### config.mk
export PLATFORM = sky130hd
export DESIGN_NAME = apb_initiator_bridge
export DESIGN_NICKNAME = d
export VERILOG_FILES = /design/src/rtl/apb_initiator_bridge.sv
export SDC_FILE = /design/constraint.sdc
export NUM_CORES = 1
export LEC_CHECK = 0
export ABC_AREA = 1
export BUFFER_PORTS_ARGS = -buffer_cell sky130_fd_sc_hd__buf_2
export CAP_MARGIN = 25
export CELL_PAD_IN_SITES_DETAIL_PLACEMENT = 0
export CELL_PAD_IN_SITES_GLOBAL_PLACEMENT = 1
export CORE_MARGIN = 4
export CORE_UTILIZATION = 34
export DETAILED_ROUTE_END_ITERATION = 12
export PLACE_DENSITY_LB_ADDON = 0.25
export SYNTH_ARGS = -nofsm -noshare
export SYNTH_HDL_FRONTEND = slang
export SYNTH_SLANG_ARGS = --single-unit
### constraint.sdc
create_clock -name clk_i -period 4.2 [get_ports clk_i]
set_input_delay 0.42 -clock clk_i [delete_from_list [all_inputs] [get_ports clk_i]]
set_output_delay 0.42 -clock clk_i [all_outputs]
set_load 0.01 [all_outputs]
### src/rtl/apb_initiator_bridge.sv
// apb_initiator_bridge: req/gnt/rvalid to single APB4 master transfers with PREADY timeout
module apb_initiator_bridge #(
  parameter int          APB_ADDR_WIDTH = 32,
  parameter int          APB_DATA_WIDTH = 32,
  parameter int          TIMEOUT_CYCLES = 256,
  parameter logic [31:0] ERR_RDATA      = 32'hBADC0DE0
) (
  input  logic                      clk_i,
  input  logic                      rst_i,
  input  logic                      req_i,
  input  logic [APB_ADDR_WIDTH-1:0] addr_i,
  input  logic                      we_i,
  input  logic [3:0]                be_i,
  input  logic [APB_DATA_WIDTH-1:0] wdata_i,
  output logic                      gnt_o,
  output logic                      rvalid_o,
  output logic [APB_DATA_WIDTH-1:0] rdata_o,
  output logic                      err_o,
  output logic [APB_ADDR_WIDTH-1:0] paddr_o,
  output logic [APB_DATA_WIDTH-1:0] pwdata_o,
  output logic                      pwrite_o,
  output logic                      psel_o,
  output logic                      penable_o,
  output logic [3:0]                pstrb_o,
  input  logic [APB_DATA_WIDTH-1:0] prdata_i,
  input  logic                      pready_i,
  input  logic                      pslverr_i
);
  localparam int CW = TIMEOUT_CYCLES > 1 ? $clog2(TIMEOUT_CYCLES) : 1;
  localparam logic [CW-1:0] CNT_MAX = CW'(TIMEOUT_CYCLES > 0 ? TIMEOUT_CYCLES - 1 : 0);
  typedef enum logic [1:0] {IDLE, SETUP, ACCESS, RESP} state_t;
  state_t state;
  logic [CW-1:0] cnt;
  logic expired;
  assign expired = (TIMEOUT_CYCLES != 0) && (cnt == CNT_MAX);
  assign gnt_o = req_i && state == IDLE && !rst_i;
  always_ff @(posedge clk_i) begin
    if (rst_i) begin
      state     <= IDLE;
      cnt       <= '0;
      paddr_o   <= '0;
      pwdata_o  <= '0;
      pwrite_o  <= 1'b0;
      pstrb_o   <= '0;
      psel_o    <= 1'b0;
      penable_o <= 1'b0;
      rvalid_o  <= 1'b0;
      rdata_o   <= '0;
      err_o     <= 1'b0;
    end else begin
      case (state)
        IDLE: if (req_i) begin
          paddr_o  <= addr_i & ~APB_ADDR_WIDTH'(3);
          pwrite_o <= we_i;
          pwdata_o <= wdata_i;
          pstrb_o  <= we_i ? be_i : 4'b0000;
          psel_o   <= 1'b1;
          state    <= SETUP;
        end
        SETUP: begin
          penable_o <= 1'b1;
          cnt       <= '0;
          state     <= ACCESS;
        end
        ACCESS: if (pready_i || expired) begin
          psel_o    <= 1'b0;
          penable_o <= 1'b0;
          rvalid_o  <= 1'b1;
          err_o     <= pready_i ? pslverr_i : 1'b1;
          rdata_o   <= pwrite_o ? '0 : pready_i ? prdata_i : APB_DATA_WIDTH'(ERR_RDATA);
          state     <= RESP;
        end else begin
          cnt <= cnt + 1'b1;
        end
        RESP: begin
          rvalid_o <= 1'b0;
          state    <= IDLE;
        end
        default: state <= IDLE;
      endcase
    end
  end
endmodule

Word level (Yosys, flattened, before mapping):

Cells that the tools add are included.
Widths: inputs -> output; s select.

* logic and storage cells: 49
* input bits: 106
* bits in registers: 113

* muxes and demuxes: 15
* reduce and logical (&&, ||, !) cells: 15
* equal/unequal tests: 7
* add/subtract/negate cells: 1

Operator list (number)
* $mux 32: 2
* $pmux 8 s2: 1
* $reduce_and 2->1: 6
* $add 8x1->8 const B: 1
* $eq 8x8->1 const B: 1
* $mux 8: 1
* $pmux 2 s4: 1
* $ne 2x2->1 const B: 3
* $pmux 1 s2: 3
* $reduce_bool 2->1: 3
* $eq 2x2->1 const B: 2
* $mux 1: 4
* $mux 2: 2
* $mux 4: 1
* $reduce_and 3->1: 1
* $eq 2x1->1 const B: 1
* $logic_and 1x1->1: 2
* $logic_not 2->1: 1
* $logic_not 1->1: 1
* $logic_or 1x1->1: 1

Longest topological paths before layout:

* depth after elaboration: 4
* mapped depth: 11

Worst setup path after synthesis:

No wires, ideal clock.

* kind: register -> output
* from: register state[0]
* to: output port gnt_o
* arrival time: 1186 ps
* cell stages (with the launch flop): 7
* required time: 3780 ps
* setup slack: 2594 ps
* cells stage by stage: dfxtp_1 > inv_1 > ha_1 > nand2_1 > buf_2 > buf_2 > nor2_1

* cells in the longest elaborated chain, start to end: 3

Ends and longest elaborated chain
* from (decl): line 32 `state_t state;`
* from (signal assigned): line 39 `state <= IDLE;`
* from (signal assigned): line 58 `state <= SETUP;`
* from (signal assigned): line 63 `state <= ACCESS;`
* $logic_not 2->1: line 36 `assign gnt_o = req_i && state == IDLE && !rst_i;`
* $logic_and 1x1->1 (2 in series): line 36
* to (decl): line 15 `output logic gnt_o,`

Every way passes these cells.

Worst setup path in the final report:

Same ends and word-level chain as after synthesis.

==> results.md <==
* Asr flop ratio synth at 0
* Worst VDD drop at approximately 0.00027 V
* Min-Delay Startpoint: prdata_i[10]
* CTS tree: yes
* Overflow left after global routing at 0
* Synth Area in XOR/XNOR at 0
* Adder-cell share of the synthesized area at 0.0172
* Gpl congestion at 0.776
* First-pass GRT wire length at 19.7 mm
* Iteration-0 DRC count of the detailed router at approximately 280
* Status: complete, no violations
* H-tree depth at 4
* Clock Skews at approximately 0.0061 ns
* Mux cell area share after synthesis at 0
* Crit path required time at 3.78 ns
* Leakage at approximately 3.0 nW
* Final period util at 0.561
* Die width at 121 um
* Clock Root Buffer: clkbuf_16
* Cell at the slowest stage of the critical path: buf_4
* Busiest grt layer: met2
* Switching Fraction at 0.327
* Main combinational cell family by area after synthesis: simple AND/OR/NAND/NOR gates
* WS Path Type: register to output port
* Residual DRC count at 0
* Clock Path Buffers at 2
* Reg2Reg Depth at 5
* Worst Hold Class: input pin to register
* Detailed placer's ending HPWL at 8.68 mm
* CP max stage delay at 0.47 ns
* Fmax at 425 MHz
* Core Footprint at 12600 um^2
* M2 GR Usage at 0.263
* Final Setup Violations at 0
* Clock Power Share at 0.362
* Worst slew margin at 0.394
* Fin crit period at 2.36 ns
* Die height at 121 um
* Final hold vios at 0
* Ports at 212
* Crit end category: output port
* Worst setup SP type: register
* Number of antenna violations at the first check in global routing at 0
* RSZ-0062 raised after global routing: no
* Post-cts resize count at 0
* FF+latch area at 2260 um^2
* Top_reg_cell synth: dfxtp_1
* Multi-input logic area at ~1800 um^2
* Seq pwr share at 0.350
* Hold path endpoint: rdata_o[10]
* Synth unique cells at 26
* GR Util met3 at 0.0685
* Commonest non-fill, non-tap cell in the layout: buf_2
* GR Layer Usage met1 at 0.209
* Vias in the first global route at roughly 4000
* Router iterations before antenna repair at 4
* Fill count at 1265
* Worst-Skew Late Latency at between 0.4 and 0.5 ns
* Nets at 870
* Num rows at 41
* Final setup TNS at 0 ns
* Critical path cell sequence: inv_1, ha_1, nand2_2, buf_4, nor2_1, buf_2
* Synthesized area at roughly 4400 um^2
* Crit path max-delay family: buffers and inverters
* Largest net degree at the start of global routing at between 60 and 70
* Die area at ~15000 um^2
* Layout cells sized above 1 at 0.331
* Internal power at approximately 0.0029 W
* Number of enable flip-flop cells after synthesis at 0
* Hold WS at 0.220 ns
* Setup slack, reg-to-reg at 1.95 ns
* Final ANT Viol Nets at 0
* IO Port Bufs at approximately 210
* Worst EP arrival at ~1.9 ns
* Critical R2R Capture: rdata_o[18]
* # Max-Cap Violations at 0
* Post-CTS setup buffers at 0
* Gate Count Post-Synth at 567
* Synth Area in Simple Gates at 0.253
* Seq/Total Area, Yosys at 0.519
* Most frequent cells in the layout: 207 x buf_2, 146 x nor2_1, 113 x dfxtp_1
* DR vias at 4379
* # clock sinks at ~110
* RR Startpoint: state[0]
* Worst Path Buf+Inv at 3
* Compound-Gate Fraction of Synth Area at 0.150
* Initial Util at 0.347
* Total CTS buffers at 17
* GRT Total Usage at 0.170
* #FFs+latches synth at 113
* Slew Viols, Final at 0
* N_diodes at 0
* Cts hold-fix bufs at 0
* Synth-to-layout area growth at 40.0%
* Net Switching at 0.00139 W
* CP max FO at 68
* WHS Path Cells at 3
* Routed wire length per instance at 13.5 um
* PwrDens at 695 nW/um^2
* Mapped Avg Cell Area at 7.69 um^2
* Synth warnings at 0
* Logic gate share of total power at 0.288
* Tightest Pin Transition at between 0.9 and 1 ns
* Vias per cell at 4.65
* WL final at 12.7 mm
* Clock transition at path regs at ~0.050 ns
## flip-flops by register name (all words and copies together) (netlist names)
signal	flops
rdata_o	32
pwrite_o	1
state	2
pstrb_o	4
pwdata_o	32
penable_o	1
cnt	8
rvalid_o	1
err_o	1
psel_o	1
paddr_o	30
## per-stage QoR
| stage | utilization | power [W] | instances | instance area [um^2] | setup WS (ns) |
|---|---|---|---|---|---|
| 6_report | 0.486 | 0.00424 | 942 | 6100 | 1.84 |
| 5_1_grt | 0.486 | 0.00454 | 942 | 6100 | 1.67 |
| 4_1_cts | 0.486 | 0.00430 | 942 | 6100 | 1.81 |
| 3_5_place_dp | 0.435 | 0.00274 | 911 | 5470 | 1.77 |
| 3_3_place_gp | 0.433 | 0.00271 | 910 | 5450 | 1.85 |
| 2_1_floorplan | - | 0.00230 | 568 | 4360 | 2.59 |
## per-layer routing
metal	wire length (um)	share of wire
met1	5450	0.43
met2	5790	0.46
met3	1110	0.087
met4	330	0.026
met5	0	0
## worst max path at each step
stage | depth (start not counted) | start | slack, ns | endpoint
2_1_floorplan | 6 | state[0] | 2.59 | gnt_o
6_report | 6 | state[0] | 1.84 | gnt_o
4_1_cts | 6 | state[0] | 1.81 | gnt_o
3_3_place_gp | 6 | pready_i | 1.85 | rdata_o[25]
3_5_place_dp | 6 | pready_i | 1.77 | rdata_o[18]
5_1_grt | 6 | state[0] | 1.67 | gnt_o
## kinds of logic after synthesis
logic type / Yosys count
adders and majority gates: 6
and+or+nand+nor: 265
other: 1
DFF: 113
AOI/OAI and AO/OA: 123
buffers and inverters: 59
## power groups by stage
stage | sequential, W | clock [W] | combinational (W)
6_report | 0.00149 | 0.00154 | 0.00122
5_1_grt | 0.00152 | 0.00163 | 0.00139
4_1_cts | 0.00149 | 0.00157 | 0.00124
3_5_place_dp | 0.00151 | 0 | 0.00123
3_3_place_gp | 0.00150 | 0 | 0.00121
2_1_floorplan | 0.00163 | 0 | 0.000668
## layout make-up
type | count | area share
sequential | 113 | 0.371
timing repair buffer | 210 | 0.175
multi-input combinational | 396 | 0.302
inverter | 20 | 0.0123
clock inverter | 10 | 0.0256
tap | 172 | 0.0353
clock buffer | 21 | 0.0787
## cells in the mapped netlist (3+ instances only)
cell type,instances,area share
nor2_1,146,0.13
dfxtp_1,113,0.52
o21ai_0,70,0.080
nand2_1,59,0.051
nand3_1,47,0.054
a21oi_1,33,0.038
clkbuf_1,19,0.016
inv_1,19,0.016
buf_2,12,0.014
o21bai_1,10,0.017
ha_1,6,0.017
o21ai_1,6,0.0069
buf_1,4,0.0034
nor3_1,4,0.0046
a21oi_2,3,0.0060
nand2_2,3,0.0043
## tightest hold or removal path, cell delays in order
cell and delay [ns]:
buf_2 0.07, o21ai_0 0.06, nand2_1 0.05
(Power assumes the default switching activity.)
